[config.mk]
export PLATFORM = sky130hd
export DESIGN_NAME = rv32_icache_ctrl
export DESIGN_NICKNAME = d
export VERILOG_FILES = /design/src/rtl/rv32_icache_ctrl.sv
export SDC_FILE = /design/constraint.sdc
export NUM_CORES = 2
export LEC_CHECK = 0
export ABC_AREA = 1
export CAP_MARGIN = 20
export CORE_UTILIZATION = 24
export DETAILED_ROUTE_END_ITERATION = 10
export SYNTH_ARGS = -nofsm -noshare
export SYNTH_HDL_FRONTEND = slang
export SYNTH_SLANG_ARGS = --single-unit
[constraint.sdc]
create_clock -name clk -period 6.56 [get_ports clk]
set_input_delay 1.312 -clock clk [delete_from_list [all_inputs] [get_ports clk]]
set_output_delay 1.312 -clock clk [all_outputs]
set_load 0.02 [all_outputs]
[src/rtl/rv32_icache_ctrl.sv]
// ============================================================================
// Module   : rv32_icache_ctrl
// Brief    : Direct-mapped read-only instruction cache with word-serial refill
// Revision : 1.0
// ============================================================================
`default_nettype none

module rv32_icache_ctrl #(
   parameter int LINES          = 16,
   parameter int WORDS_PER_LINE = 4
) (
   input  logic        clk,
   input  logic        rst,
   input  logic        cpu_req,
   input  logic [31:0] cpu_addr,
   output logic [31:0] cpu_rdata,
   output logic        cpu_ready,
   input  logic        inv_all,
   output logic        mem_req,
   output logic [31:0] mem_addr,
   input  logic [31:0] mem_rdata,
   input  logic        mem_valid,
   output logic [31:0] hit_count,
   output logic [31:0] miss_count
);

   localparam int WSEL   = $clog2(WORDS_PER_LINE);
   localparam int OFF    = WSEL + 2;
   localparam int IDX    = $clog2(LINES);
   localparam int TAGW   = 32 - OFF - IDX;
   localparam int LINE_W = 32 - OFF;
   localparam logic [WSEL-1:0] LAST_WORD = WSEL'(WORDS_PER_LINE - 1);

   typedef enum logic [1:0] {
      S_IDLE   = 2'd0,
      S_REFILL = 2'd1,
      S_DONE   = 2'd2
   } state_t;

   state_t              state_q, state_d;
   logic [WSEL-1:0]     cnt_q, cnt_d;
   logic [LINE_W-1:0]   base_q, base_d;
   logic                inv_pend_q, inv_pend_d;
   logic [LINES-1:0]    valid_q, valid_d;
   logic [31:0]         hit_count_q, hit_count_d;
   logic [31:0]         miss_count_q, miss_count_d;

   logic [TAGW-1:0]     tag_q  [LINES];
   logic [31:0]         data_q [LINES][WORDS_PER_LINE];

   logic [IDX-1:0]      req_idx;
   logic [TAGW-1:0]     req_tag;
   logic [WSEL-1:0]     req_word;
   logic [IDX-1:0]      ref_idx;
   logic [TAGW-1:0]     ref_tag;
   logic                hit;
   logic                unused_addr_bits;

   assign req_idx  = cpu_addr[OFF+IDX-1:OFF];
   assign req_tag  = cpu_addr[31:OFF+IDX];
   assign req_word = cpu_addr[OFF-1:2];
   assign unused_addr_bits = ^cpu_addr[1:0];

   // The refill target is kept as a line number; its low bits are the index.
   assign ref_idx = base_q[IDX-1:0];
   assign ref_tag = base_q[LINE_W-1:IDX];

   assign hit = cpu_req && (state_q == S_IDLE) && valid_q[req_idx]
                && (tag_q[req_idx] == req_tag);

   assign cpu_ready  = hit;
   assign cpu_rdata  = data_q[req_idx][req_word];
   assign mem_req    = (state_q == S_REFILL);
   assign mem_addr   = (state_q == S_REFILL) ? {base_q, cnt_q, 2'b00} : 32'd0;
   assign hit_count  = hit_count_q;
   assign miss_count = miss_count_q;

   always_comb begin
      state_d      = state_q;
      cnt_d        = cnt_q;
      base_d       = base_q;
      inv_pend_d   = inv_pend_q;
      valid_d      = valid_q;
      hit_count_d  = hit_count_q + {31'd0, hit};
      miss_count_d = miss_count_q;
      if (inv_all) begin
         valid_d = '0;
      end
      case (state_q)
         S_IDLE: begin
            if (cpu_req && !hit) begin
               state_d          = S_REFILL;
               base_d           = cpu_addr[31:OFF];
               cnt_d            = '0;
               valid_d[req_idx] = 1'b0;
               miss_count_d     = miss_count_q + 32'd1;
            end
         end
         S_REFILL: begin
            if (inv_all) begin
               inv_pend_d = 1'b1;
            end
            if (mem_valid) begin
               cnt_d = cnt_q + 1'b1;
               if (cnt_q == LAST_WORD) begin
                  state_d = S_DONE;
               end
            end
         end
         S_DONE: begin
            // An invalidate seen at any point of the refill leaves the line dead.
            valid_d[ref_idx] = !(inv_pend_q || inv_all);
            inv_pend_d       = 1'b0;
            state_d          = S_IDLE;
         end
         default: begin
            state_d = S_IDLE;
         end
      endcase
   end

   always_ff @(posedge clk) begin
      if (rst) begin
         state_q      <= S_IDLE;
         cnt_q        <= '0;
         base_q       <= '0;
         inv_pend_q   <= 1'b0;
         valid_q      <= '0;
         hit_count_q  <= 32'd0;
         miss_count_q <= 32'd0;
      end else begin
         state_q      <= state_d;
         cnt_q        <= cnt_d;
         base_q       <= base_d;
         inv_pend_q   <= inv_pend_d;
         valid_q      <= valid_d;
         hit_count_q  <= hit_count_d;
         miss_count_q <= miss_count_d;
      end
   end

   // Tag and data storage carries no reset; validity alone guards it.
   always_ff @(posedge clk) begin
      if (!rst && (state_q == S_REFILL) && mem_valid) begin
         data_q[ref_idx][cnt_q] <= mem_rdata;
      end
      if (!rst && (state_q == S_DONE)) begin
         tag_q[ref_idx] <= ref_tag;
      end
   end

endmodule

`default_nettype wire

==> summary by stage <==
Status
The flow ran to the end, and the final reports show no timing, DRC or antenna violations.

Clock tree
The clock latency on the worst-skew pair is roughly 0.84 ns. The root buffer cell chosen for the clock tree is sky130_fd_sc_hd__clkbuf_16. The H-tree depth is 5. The post-cts gate resize count is 0.

The clock tree buffer depth is 4. The buffer count from post-CTS setup fixing is 0. The clock net in this run drives a total of between 2000 and 3000 sinks. TritonCTS built the clock tree. The number of hold buffers added after cts is 0. The number of clock buffers added by TritonCTS is approximately 270. The clock transition time at the flip-flop clock pins of the worst setup and hold paths is roughly 0.050 ns.

Global route
The via count of the first global-routing pass is ~61000. The first-pass GRT wire length is ~420000 µm. The total overflow left after global routing is 0.

Entering global routing, the biggest net connects about 110 pins. The initial antenna violation count came to 34. The global-route total usage across every layer is a little over an eighth.

STA
Between clock sinks in the finished design, the worst skew comes to between 0.08 and 0.09 ns. The worst path in the final design needs a cycle of about 6.3 ns, including I/O delays and setup. The setup violation total in the final timing report is 0.

The final number of max-transition violations is 0. In this run the tightest slew margin relative to its limit is 15.5%. Adding up every negative setup slack in the final design gives 0 ns. The worst path uses a little over nine tenths of the clock period. Setup repair after global routing left no endpoint under its margin.

The number of hold-slack violations in the final timing report is 0. At the pin with the least slew margin, the transition time is approximately 1.3 ns. Derived from the worst setup path, the maximum achievable clock frequency is ~160 MHz.

Floorplanning
In this run the core area contains approximately 240 standard-cell rows. The horizontal die dimension is ~640 µm. The initial standard-cell utilization of the core is approximately 24%. The floorplan step defined a die boundary enclosing just over 400000 µm². The I/O pin count is around 200. The core region is 410000 µm².

The die is between 600 and 700 µm tall.

Setup path
The number of buffers and inverters on the critical path is 5. For this run, the slowest stage of the critical path takes between 0.8 and 0.9 ns. Data on the critical path is required at its endpoint by approximately 5.3 ns.

Walking the worst path, the cells encountered are clkdlybuf4s50_1 -> nor2_4 -> buf_4 -> inv_6 -> buf_12 -> a31oi_1 -> nor4_1 -> a21oi_1 -> o41ai_1 -> nand2_1 -> clkdlybuf4s50_1. In this design, the critical path's most frequently occurring cell is sky130_fd_sc_hd__clkdlybuf4s50_1. The classification of the worst setup path is in2out. The critical path startpoint category is an input pin. Measured in cells, the most critical reg-to-reg path has a length of 23. Along the worst path, the maximum fanout reaches 19. The critical path capture point type is a primary output. The launch point of the worst path is cpu_addr[6]. The worst reg2reg path startpoint is state_q[0]. The family with the most delay on the worst path is buffers and inverters.

The cell with the biggest individual delay on the critical path is sky130_fd_sc_hd__nor4_1. The data arrival at the endpoint of the critical path is around 5.0 ns. In this run the critical register-to-register path is captured at hit_count[30]. The setup slack of the worst register-to-register path is approximately 1.7 ns.

Placed design
The placed wire-length estimate is around 170000 µm. In this run the tool buffered the top-level ports with between 150 and 200 buffer cells. The final RePlAce weighted congestion is 0.824.

Final layout
Relative to the synthesized area, the layout overhead comes to 19.0%. Cells with a size suffix above 1 make up around 10% of the layout. The final layout contains ~7800 nets. For this run, the share of the core covered by cells in the final layout is between 20% and 30%.

Synthesis
The Yosys step of the flow raised 0 warnings. The area share of the largest cell type after synthesis is 73.8%. Counting flops and latches in the post-synthesis netlist gives 2545. In the synthesized netlist the async set-or-reset flop fraction comes to 0%. The number of enable flip-flop cells after synthesis is 2432. For this run, the leading register cell type out of synthesis is sky130_fd_sc_hd__edfxtp_1. The post-synthesis area per instance is around 13 µm². The synthesized netlist occupies a cell area of around 99000 µm². By area the synthesized netlist is led by sky130_fd_sc_hd__edfxtp_1 (74%), sky130_fd_sc_hd__nand2_1 (6.3%), sky130_fd_sc_hd__a22oi_1 (3.7%).

The cell count after synthesis came out at between 7000 and 8000. The post-synthesis sequential area ratio is about 76%. The count of distinct cell types in the synthesized netlist is between 40 and 50. The cell taking the most area after synthesis is sky130_fd_sc_hd__edfxtp_1.

Power
Of the total power, the clock network draws ~42%. The internal power of the cells totals between 20 and 30 mW. In this run the power density over the cells is between 200 and 300 nW/µm². The worst supply voltage drop on vdd is 0.237 mV. In this run switching power makes up approximately 22% of total power.

In this run the static leakage power is roughly 37 nW. Sequential cells burn 52.1% of the power. The completed layout was analyzed and its total power is between 30 and 40 mW. In this run the power spent charging and discharging nets is between 7 and 8 mW.

In this run, the combinational gates consume 5.7% of the power.

Drt
The residual DRC count is 0. The remaining antenna violation count is 0. The average routed wire per standard cell is roughly 22 µm. After the first detailed-routing iteration, the DRC count stood at ~6600. Across all layers, the routed design uses roughly 64000 vias.

The final wirelength is 294000 µm. After detailed routing, the number of vias per cell comes to between 4 and 5. The count of TritonRoute iterations in the first routing pass is 5.

Min path
Counting instances, the worst hold path has a depth of 1. The launch instance of the worst min-delay path is hit_count[31]. The type of the worst min-delay path is reg2reg. The worst min-delay path endpoint is hit_count[31].

Flow run
Across the run, the number of max-cap violations was 0.
## cells in the final DEF, fill, tap and decap left out, drive strengths merged, types with 4 or more instances in the layout
cell           instances
a21oi                166
nor2                 351
nand2               1663
clkinv                97
ha                     7
dfxtp                113
o311ai                 6
nand4                 17
xor2                  24
edfxtp              2432
o211ai                 6
a31oi                403
clkdlybuf4s50        140
nor3b                  6
o41ai                 41
o21bai                10
clkinvlp               4
bufinv                15
a22oi                484
a221oi                34
or3                    8
nor3                  52
inv                  180
o21ai                128
o21a                   4
diode                 10
buf                  358
xnor2                  8
clkbuf               336
nor4                  71
nand3                714
or2                    5
## cells by family after synthesis
family	after synthesis	share of synthesized area (%)
buf+inv	646	2.63
flops	2545	76.1
other cells	1	0.00379
fa+ha+maj	7	0.0885
simple gates	2890	12.2
compound gates	1288	8.63
xor+xnor	32	0.283
## synth_stat cells (17+ instances only)
master	number
sky130_fd_sc_hd__buf_2	116
sky130_fd_sc_hd__a21oi_1	166
sky130_fd_sc_hd__nand2_1	1662
sky130_fd_sc_hd__o41ai_1	41
sky130_fd_sc_hd__a31oi_1	403
sky130_fd_sc_hd__clkbuf_1	270
sky130_fd_sc_hd__inv_1	165
sky130_fd_sc_hd__a221oi_1	34
sky130_fd_sc_hd__nor2_1	347
sky130_fd_sc_hd__buf_1	82
sky130_fd_sc_hd__xor2_1	24
sky130_fd_sc_hd__nand3_1	714
sky130_fd_sc_hd__edfxtp_1	2432
sky130_fd_sc_hd__o21ai_0	112
sky130_fd_sc_hd__nor3_1	52
sky130_fd_sc_hd__nor4_1	71
sky130_fd_sc_hd__dfxtp_1	113
sky130_fd_sc_hd__nand4_1	17
sky130_fd_sc_hd__a22oi_1	484
## sequential cells by signal, indices dropped and copies added, names as in the netlist
register and count:
tag_q 384, hit_count 32, state_q 2, inv_pend_q 1, base_q 28, data_q 2048, cnt_q 2, valid_q 16
miss_count 32
## power groups by stage
stage	Clock [mW]	Combinational (mW)	Sequential, mW
3_3_place_gp	0	1.89	18.2
4_1_cts	14.7	1.91	17.9
3_5_place_dp	0	1.91	18.3
2_1_floorplan	0	0.918	18.2
5_1_grt	15.2	2.08	17.9
6_report	14.5	1.95	17.9
## how the worst max path moves through the flow
stage / end / slack (ns) / cells after the start
final: cpu_rdata[16] / 0.26 / 11
after detailed placement: hit_count[30] / -0.03 / 27
after global routing: cpu_rdata[13] / 0.20 / 13
after CTS: cpu_rdata[16] / 0.30 / 11
after global placement: hit_count[30] / -0.07 / 26
after floorplan: hit_count[30] / 1.16 / 29
## per-layer routing
layer  up-vias  GRT usage, %  wire length, µm
li1      28300             -                -
met1     32100          18.3           122000
met2      2808          22.2           138000
met3       470          2.65            26000
met4        14          3.94             8330
met5         -             0               91
## layout make-up
class,instances,area (µm²)
tap,5451,6820
clock buffer,336,7090
sequential,2545,75300
timing repair buffer,498,5100
multi-input combinational,4219,21700
inverter,170,653
antenna,10,25.0
clock inverter,126,1080
fill,41100,292000
## per-stage QoR
stage / instances / area (µm²) / setup WS [ns] / hold WS [ns]
floorplan: 7410 / 98900 / 1.16 / 0.489
global placement: 12900 / 109000 / -0.0701 / 0.460
detailed placement: 12900 / 109000 / -0.0315 / 0.453
CTS: 13300 / 117000 / 0.304 / 0.461
global route: 13300 / 118000 / 0.205 / 0.473
finish: 13400 / 118000 / 0.265 / 0.453
(Power assumes the default switching activity.)
